### src/rtl/hd44780_nybble_sequencer.sv
// HD44780 4-bit bus sequencer: runs the power-on 4-bit init sequence, then
// sends each accepted byte as two nybbles with E pulses and a post-command
// wait. Every delay is delegated to an external state timer via
// tmr_len/tmr_start/tmr_end.
module hd44780_nybble_sequencer #(
    parameter int TIMER_BITS  = 20,
    parameter int DLY_POWERUP = 720000,
    parameter int DLY_4100US  = 196800,
    parameter int DLY_100US   = 4800,
    parameter int DLY_40US    = 1920,
    parameter int DLY_1640US  = 78720,
    parameter int DLY_E       = 24
) (
    input  logic                  CLK_I,
    input  logic                  RST_I,
    input  logic                  STB_I,
    input  logic [7:0]            DAT_I,
    input  logic                  RS_I,
    output logic                  ready_o,
    output logic                  ACK_O,
    output logic                  init_done_o,
    output logic                  lcd_rs,
    output logic                  lcd_e,
    output logic [3:0]            lcd_data,
    output logic [TIMER_BITS-1:0] tmr_len,
    output logic                  tmr_start,
    input  logic                  tmr_end
);

    localparam logic [TIMER_BITS-1:0] LEN_POWERUP = TIMER_BITS'(DLY_POWERUP);
    localparam logic [TIMER_BITS-1:0] LEN_4100US  = TIMER_BITS'(DLY_4100US);
    localparam logic [TIMER_BITS-1:0] LEN_100US   = TIMER_BITS'(DLY_100US);
    localparam logic [TIMER_BITS-1:0] LEN_40US    = TIMER_BITS'(DLY_40US);
    localparam logic [TIMER_BITS-1:0] LEN_1640US  = TIMER_BITS'(DLY_1640US);
    localparam logic [TIMER_BITS-1:0] LEN_E       = TIMER_BITS'(DLY_E);

    typedef enum logic [2:0] {
        S_RESET,
        S_PWRWAIT,
        S_INIT,
        S_IDLE,
        S_NYB_SETUP,
        S_NYB_EHI,
        S_NYB_ELO,
        S_POSTWAIT
    } state_t;

    state_t     state;
    logic [1:0] step;         // init nybble index 0..3
    logic       in_init;      // nybbles currently belong to the init sequence
    logic       low_pending;  // high nybble on the bus, low nybble still to send
    logic [7:0] dat_q;
    logic       rs_q;
    logic       timer_done;

    // Post-wait after each init nybble: 4.1 ms, 100 us, 100 us, 40 us.
    function automatic logic [TIMER_BITS-1:0] init_post_len(input logic [1:0] idx);
        case (idx)
            2'd0:    return LEN_4100US;
            2'd1:    return LEN_100US;
            2'd2:    return LEN_100US;
            default: return LEN_40US;
        endcase
    endfunction

    // Clear display (0x01) and return home (0x02/0x03) need the long wait.
    function automatic logic [TIMER_BITS-1:0] byte_post_len(input logic rs,
                                                            input logic [7:0] dat);
        if (!rs && (dat == 8'h01 || dat == 8'h02 || dat == 8'h03))
            return LEN_1640US;
        return LEN_40US;
    endfunction

    // An end strobe in the same cycle as our start pulse cannot belong to the
    // wait being launched, so it is not taken as completion.
    assign timer_done = tmr_end && !tmr_start;

    // Sequencer FSM; all outputs registered, one-cycle strobes default low.
    always_ff @(posedge CLK_I) begin
        if (!RST_I) begin
            state       <= S_RESET;
            step        <= 2'd0;
            in_init     <= 1'b1;
            low_pending <= 1'b0;
            ready_o     <= 1'b0;
            ACK_O       <= 1'b0;
            init_done_o <= 1'b0;
            lcd_rs      <= 1'b0;
            lcd_e       <= 1'b0;
            lcd_data    <= 4'h0;
            tmr_len     <= '0;
            tmr_start   <= 1'b0;
        end else begin
            tmr_start <= 1'b0;
            ACK_O     <= 1'b0;
            case (state)
                S_RESET: begin
                    tmr_len   <= LEN_POWERUP;
                    tmr_start <= 1'b1;
                    state     <= S_PWRWAIT;
                end
                S_PWRWAIT: begin
                    if (timer_done) begin
                        step  <= 2'd0;
                        state <= S_INIT;
                    end
                end
                S_INIT: begin
                    lcd_rs      <= 1'b0;
                    lcd_data    <= (step == 2'd3) ? 4'h2 : 4'h3;
                    low_pending <= 1'b0;
                    tmr_len     <= LEN_E;
                    tmr_start   <= 1'b1;
                    state       <= S_NYB_SETUP;
                end
                S_IDLE: begin
                    if (STB_I) begin
                        dat_q       <= DAT_I;
                        rs_q        <= RS_I;
                        ready_o     <= 1'b0;
                        lcd_rs      <= RS_I;
                        lcd_data    <= DAT_I[7:4];
                        low_pending <= 1'b1;
                        tmr_len     <= LEN_E;
                        tmr_start   <= 1'b1;
                        state       <= S_NYB_SETUP;
                    end
                end
                S_NYB_SETUP: begin
                    if (timer_done) begin
                        lcd_e     <= 1'b1;
                        tmr_len   <= LEN_E;
                        tmr_start <= 1'b1;
                        state     <= S_NYB_EHI;
                    end
                end
                S_NYB_EHI: begin
                    if (timer_done) begin
                        lcd_e     <= 1'b0;
                        tmr_len   <= LEN_E;
                        tmr_start <= 1'b1;
                        state     <= S_NYB_ELO;
                    end
                end
                S_NYB_ELO: begin
                    if (timer_done) begin
                        tmr_start <= 1'b1;
                        if (low_pending) begin
                            lcd_data    <= dat_q[3:0];
                            low_pending <= 1'b0;
                            tmr_len     <= LEN_E;
                            state       <= S_NYB_SETUP;
                        end else begin
                            tmr_len <= in_init ? init_post_len(step)
                                               : byte_post_len(rs_q, dat_q);
                            state   <= S_POSTWAIT;
                        end
                    end
                end
                S_POSTWAIT: begin
                    if (timer_done) begin
                        if (!in_init) begin
                            ACK_O   <= 1'b1;
                            ready_o <= 1'b1;
                            state   <= S_IDLE;
                        end else if (step == 2'd3) begin
                            in_init     <= 1'b0;
                            init_done_o <= 1'b1;
                            ready_o     <= 1'b1;
                            state       <= S_IDLE;
                        end else begin
                            step  <= step + 2'd1;
                            state <= S_INIT;
                        end
                    end
                end
                default: state <= S_RESET;
            endcase
        end
    end

endmodule
### config.mk
export PLATFORM = sky130hd
export DESIGN_NAME = hd44780_nybble_sequencer
export DESIGN_NICKNAME = d
export VERILOG_FILES = /design/src/rtl/hd44780_nybble_sequencer.sv
export SDC_FILE = /design/constraint.sdc
export NUM_CORES = 1
export LEC_CHECK = 0
export ABC_AREA = 1
export BUFFER_PORTS_ARGS = -buffer_cell sky130_fd_sc_hd__buf_2
export CORE_ASPECT_RATIO = 1.2
export CORE_MARGIN = 2
export CORE_UTILIZATION = 50
export DETAILED_ROUTE_END_ITERATION = 16
export PLACE_DENSITY_LB_ADDON = 0.08
export SLEW_MARGIN = 10
export SYNTH_ARGS = -nofsm -noshare
export SYNTH_HDL_FRONTEND = slang
export SYNTH_SLANG_ARGS = --single-unit
### constraint.sdc
create_clock -name CLK_I -period 2.4 [get_ports CLK_I]
set_input_delay 0.72 -clock CLK_I [delete_from_list [all_inputs] [get_ports CLK_I]]
set_output_delay 0.72 -clock CLK_I [all_outputs]
set_load 0.005 [all_outputs]
==> flow_metrics.py <==
metrics = {
    "sta": {
        "period_share_pct": 72.0,
        "fmax_mhz": 579,
        "setup_ws_ns": 0.672,
        "rsz0062_at_grt": "false",
        "maxSlewViolCount": 0,
        "setup_viol": 0,
        "period_needed_ns": 1.73,
        "fin_worst_skew_ns": 0.00387,
        "finalHoldViolCount": 0,
        "final.setup.tns_ns": 0,
    },
    "layout": {
        "drive_above_1_share_pct": 22.4,
        "fin_nets": 291,
        "n_fill_cell": 350,
        "syn2layout_area_growth_pct": 13.0,
        "antenna_cells": 0,
    },
    "synth": {
        "synth_top_family_by_area": "simple AND/OR/NAND/NOR gates",
        "ys_seq_elements": 37,
        "synth_top_cell_area_share_pct": 30.7,
        "syn_area_per_cell_sq_um": 7.59,
        "syn_area_sq_um": 1830,
        "synthArstFlopShare_pct": 0,
        "synth_cell_types": 31,
        "synthAdderAreaFrac_pct": 1.37,
        "synth.mux.area_fraction_pct": 0,
        "synth-simple-area-share_pct": 32.3,
        "synth-edff-count": 9,
        "yosys.area.top_type": "dfxtp_1",
        "yosysWarnings": 0,
        "synth_compound_area_share_pct": 9.58,
        "synth_area_leaders": "dfxtp_1 (31%), edfxtp_1 (15%), nand2_1 (12%)",
        "ys.flop_type": "dfxtp_1",
        "yosysSeqAreaShare_pct": 45.4,
        "synthXorXnorAreaFrac_pct": 0,
        "syn_inst": 241,
    },
    "critical_path": {
        "crit_slowest_cell": "nand3_2",
        "crit_buf_inv": 3,
        "crit_type": "in2reg",
        "crit_family": "simple AND/OR/NAND/NOR gates",
        "required_ns": 2.62,
        "slowest_delay_ns": 0.29,
        "crit_top_cell": "nand2_1",
        "start_kind": "primary input",
        "crit_path_end_kind": "register",
        "arrival_ns": 1.94,
        "cp_cell_sequence": "buf_2 > inv_1 > nor2_2 > nand3_1 > nand3_2 > nand2_1 > inv_2 > nand2_1 > a21oi_1",
        "critPathMaxFanout": 12,
    },
    "power_and_ir_drop": {
        "clkPwrFrac_pct": 19.3,
        "power_leakage_nw": 0.982,
        "p_sw_share_pct": 38.6,
        "total_power_mw": 2.12,
        "comb_power_share_pct": 39.6,
        "ir_worst_vdd_mv": 0.469,
        "cell_internal_pwr_mw": 1.30,
        "power_density_nw_per_um2": 1030,
        "p_seq_share_pct": 41.1,
        "switchingPower_mw": 0.821,
    },
    "clocking": {
        "cts_max_level": 2,
        "cts_setup_buffers": 0,
        "root_buffer": "clkbuf_8",
        "ctsHoldBuffers": 0,
        "clkTransAtPathRegs_ns": 0.07,
        "cts_tree": "yes",
        "cts_buffers": 5,
        "clk_latency_ns": 0.28,
        "cts_sinks": 37,
        "post_cts_resized": 0,
        "cts_buffer_depth": 2,
    },
    "global_routing": {
        "grt_max_degree": 18,
        "grtUsageTotal_pct": 20.6,
        "grt_pass1_wl_microns": 6560,
        "grt_pass1_vias": 1467,
        "antenna_found_initial": 0,
        "gr-total-overflow": 0,
    },
    "routing": {
        "firstDrtPassIters": 4,
        "dr_total_vias": 1577,
        "drcViolationCount": 0,
        "wire_per_inst_microns": 12.3,
        "drt_iter0_drc": 56,
        "routed_wl_microns": 3900,
        "final_antenna_net_count": 0,
        "vias_per_cell": 4.99,
    },
    "placement": {
        "dp_worst_setup_slack_ns": 0.393,
        "io_buffers": 37,
        "gp_congestion": 0.936,
        "place_hpwl_microns": 2950,
    },
    "floorplanning": {
        "die_area_sq_um": 4160,
        "core_area_sq_um": 3570,
        "io_pins": 43,
        "die_y_microns": 70.2,
        "start_util_pct": 51.2,
        "rows": 24,
        "die-width_microns": 59.2,
    },
    "status": {
        "status": "finished clean",
    },
    "job": {
        "cap_violations": 0,
    },
    "hold_path": {
        "hold_path_class": "reg2reg",
    },
}
[flip-flops by register name, summed over array words and instances (netlist names), 2 cells and up]
register,flops
dat_q,8
lcd_data,4
state,3
step,2
tmr_len,11
[synthesized netlist by cell type (all sizes together), types with 2 or more instances]
cell and instances:
a21oi 15, buf 13, clkbuf 3, clkinv 3, dfxtp 28, edfxtp 9, ha 2, inv 20
nand2 63, nand3 22, nand4 6, nor2 37, o211ai 2, o21ai 10, o21bai 2
[cell usage in the layout, fill, tap and decap left out, types with 2 or more instances in the layout]
cell / n
nand4_1: 6
nor2_2: 2
o21bai_1: 2
nand2_1: 60
ha_1: 2
clkbuf_1: 3
nand3_2: 6
o21ai_0: 7
dfxtp_1: 28
o211ai_1: 2
a21oi_1: 14
inv_2: 3
clkinv_1: 3
nand2_2: 3
clkbuf_8: 5
buf_2: 37
inv_1: 16
nor2_1: 34
buf_4: 3
o21ai_1: 3
edfxtp_1: 9
conb_1: 5
nand3_1: 16
[layout make-up]
| type | count | area (sq um) | share of cell area [%] |
|---|---|---|---|
| timing repair buffer | 40 | 208 | 10.1 |
| sequential | 37 | 831 | 40.2 |
| multi-input combinational | 169 | 810 | 39.2 |
| tap | 39 | 48.8 | 2.36 |
| inverter | 23 | 88.8 | 4.30 |
| clock buffer | 8 | 80.1 | 3.88 |
[final timing paths]
kind                            slack [ns]      from          end  cells after the start
worst max register to register        0.68  state[0]  tmr_len[17]                      8
worst min register to register        0.47     lcd_e        lcd_e                      2
worst min-delay path                  0.47     lcd_e        lcd_e                      2
worst max-delay path                  0.67   tmr_end  tmr_len[17]                      9
[worst min-delay path: stages, from the launching register on]
cell and delay, ns:
dfxtp_1 0.30, o21ai_0 0.06, a21oi_1 0.06
[metrics by stage]
step           cell area, sq um  hold slack, ns  cells  utilization (%)
3_3_place_gp               1990           0.454    308             55.6
4_1_cts                    2070           0.473    316             57.8
3_5_place_dp               1990           0.459    308             55.6
2_1_floorplan              1840           0.451    245                -
5_1_grt                    2070           0.500    316             57.8
6_report                   2070           0.471    316             57.8
[power by group through the flow]
stage | Sequential (mW) | Clock (mW) | Combinational [mW]
3_5_place_dp | 0.887 | 0 | 0.844
6_report | 0.873 | 0.410 | 0.842
4_1_cts | 0.875 | 0.422 | 0.847
3_3_place_gp | 0.888 | 0 | 0.839
2_1_floorplan | 0.876 | 0 | 0.663
5_1_grt | 0.891 | 0.448 | 0.984
[metal layers]
| metal | up-vias | track usage (%) | share of wire (%) |
|---|---|---|---|
| met3 | 6 | 5.37 | 4.7 |
| met1 | 688 | 26.1 | 47 |
| li1 | 845 | - | - |
| met5 | - | 0 | 0 |
| met4 | 0 | 7.07 | 0.92 |
| met2 | 38 | 33.3 | 48 |
[cell families (layout without fill, tap and decap cells)]
| group | count (synthesis) | count (layout) |
|---|---|---|
| flops | 37 | 37 |
| fa+ha+maj | 2 | 2 |
| simple gates | 131 | 131 |
| other cells | 1 | 5 |
| buf+inv | 39 | 71 |
| compound gates | 31 | 31 |
(Power assumes the default switching activity.)
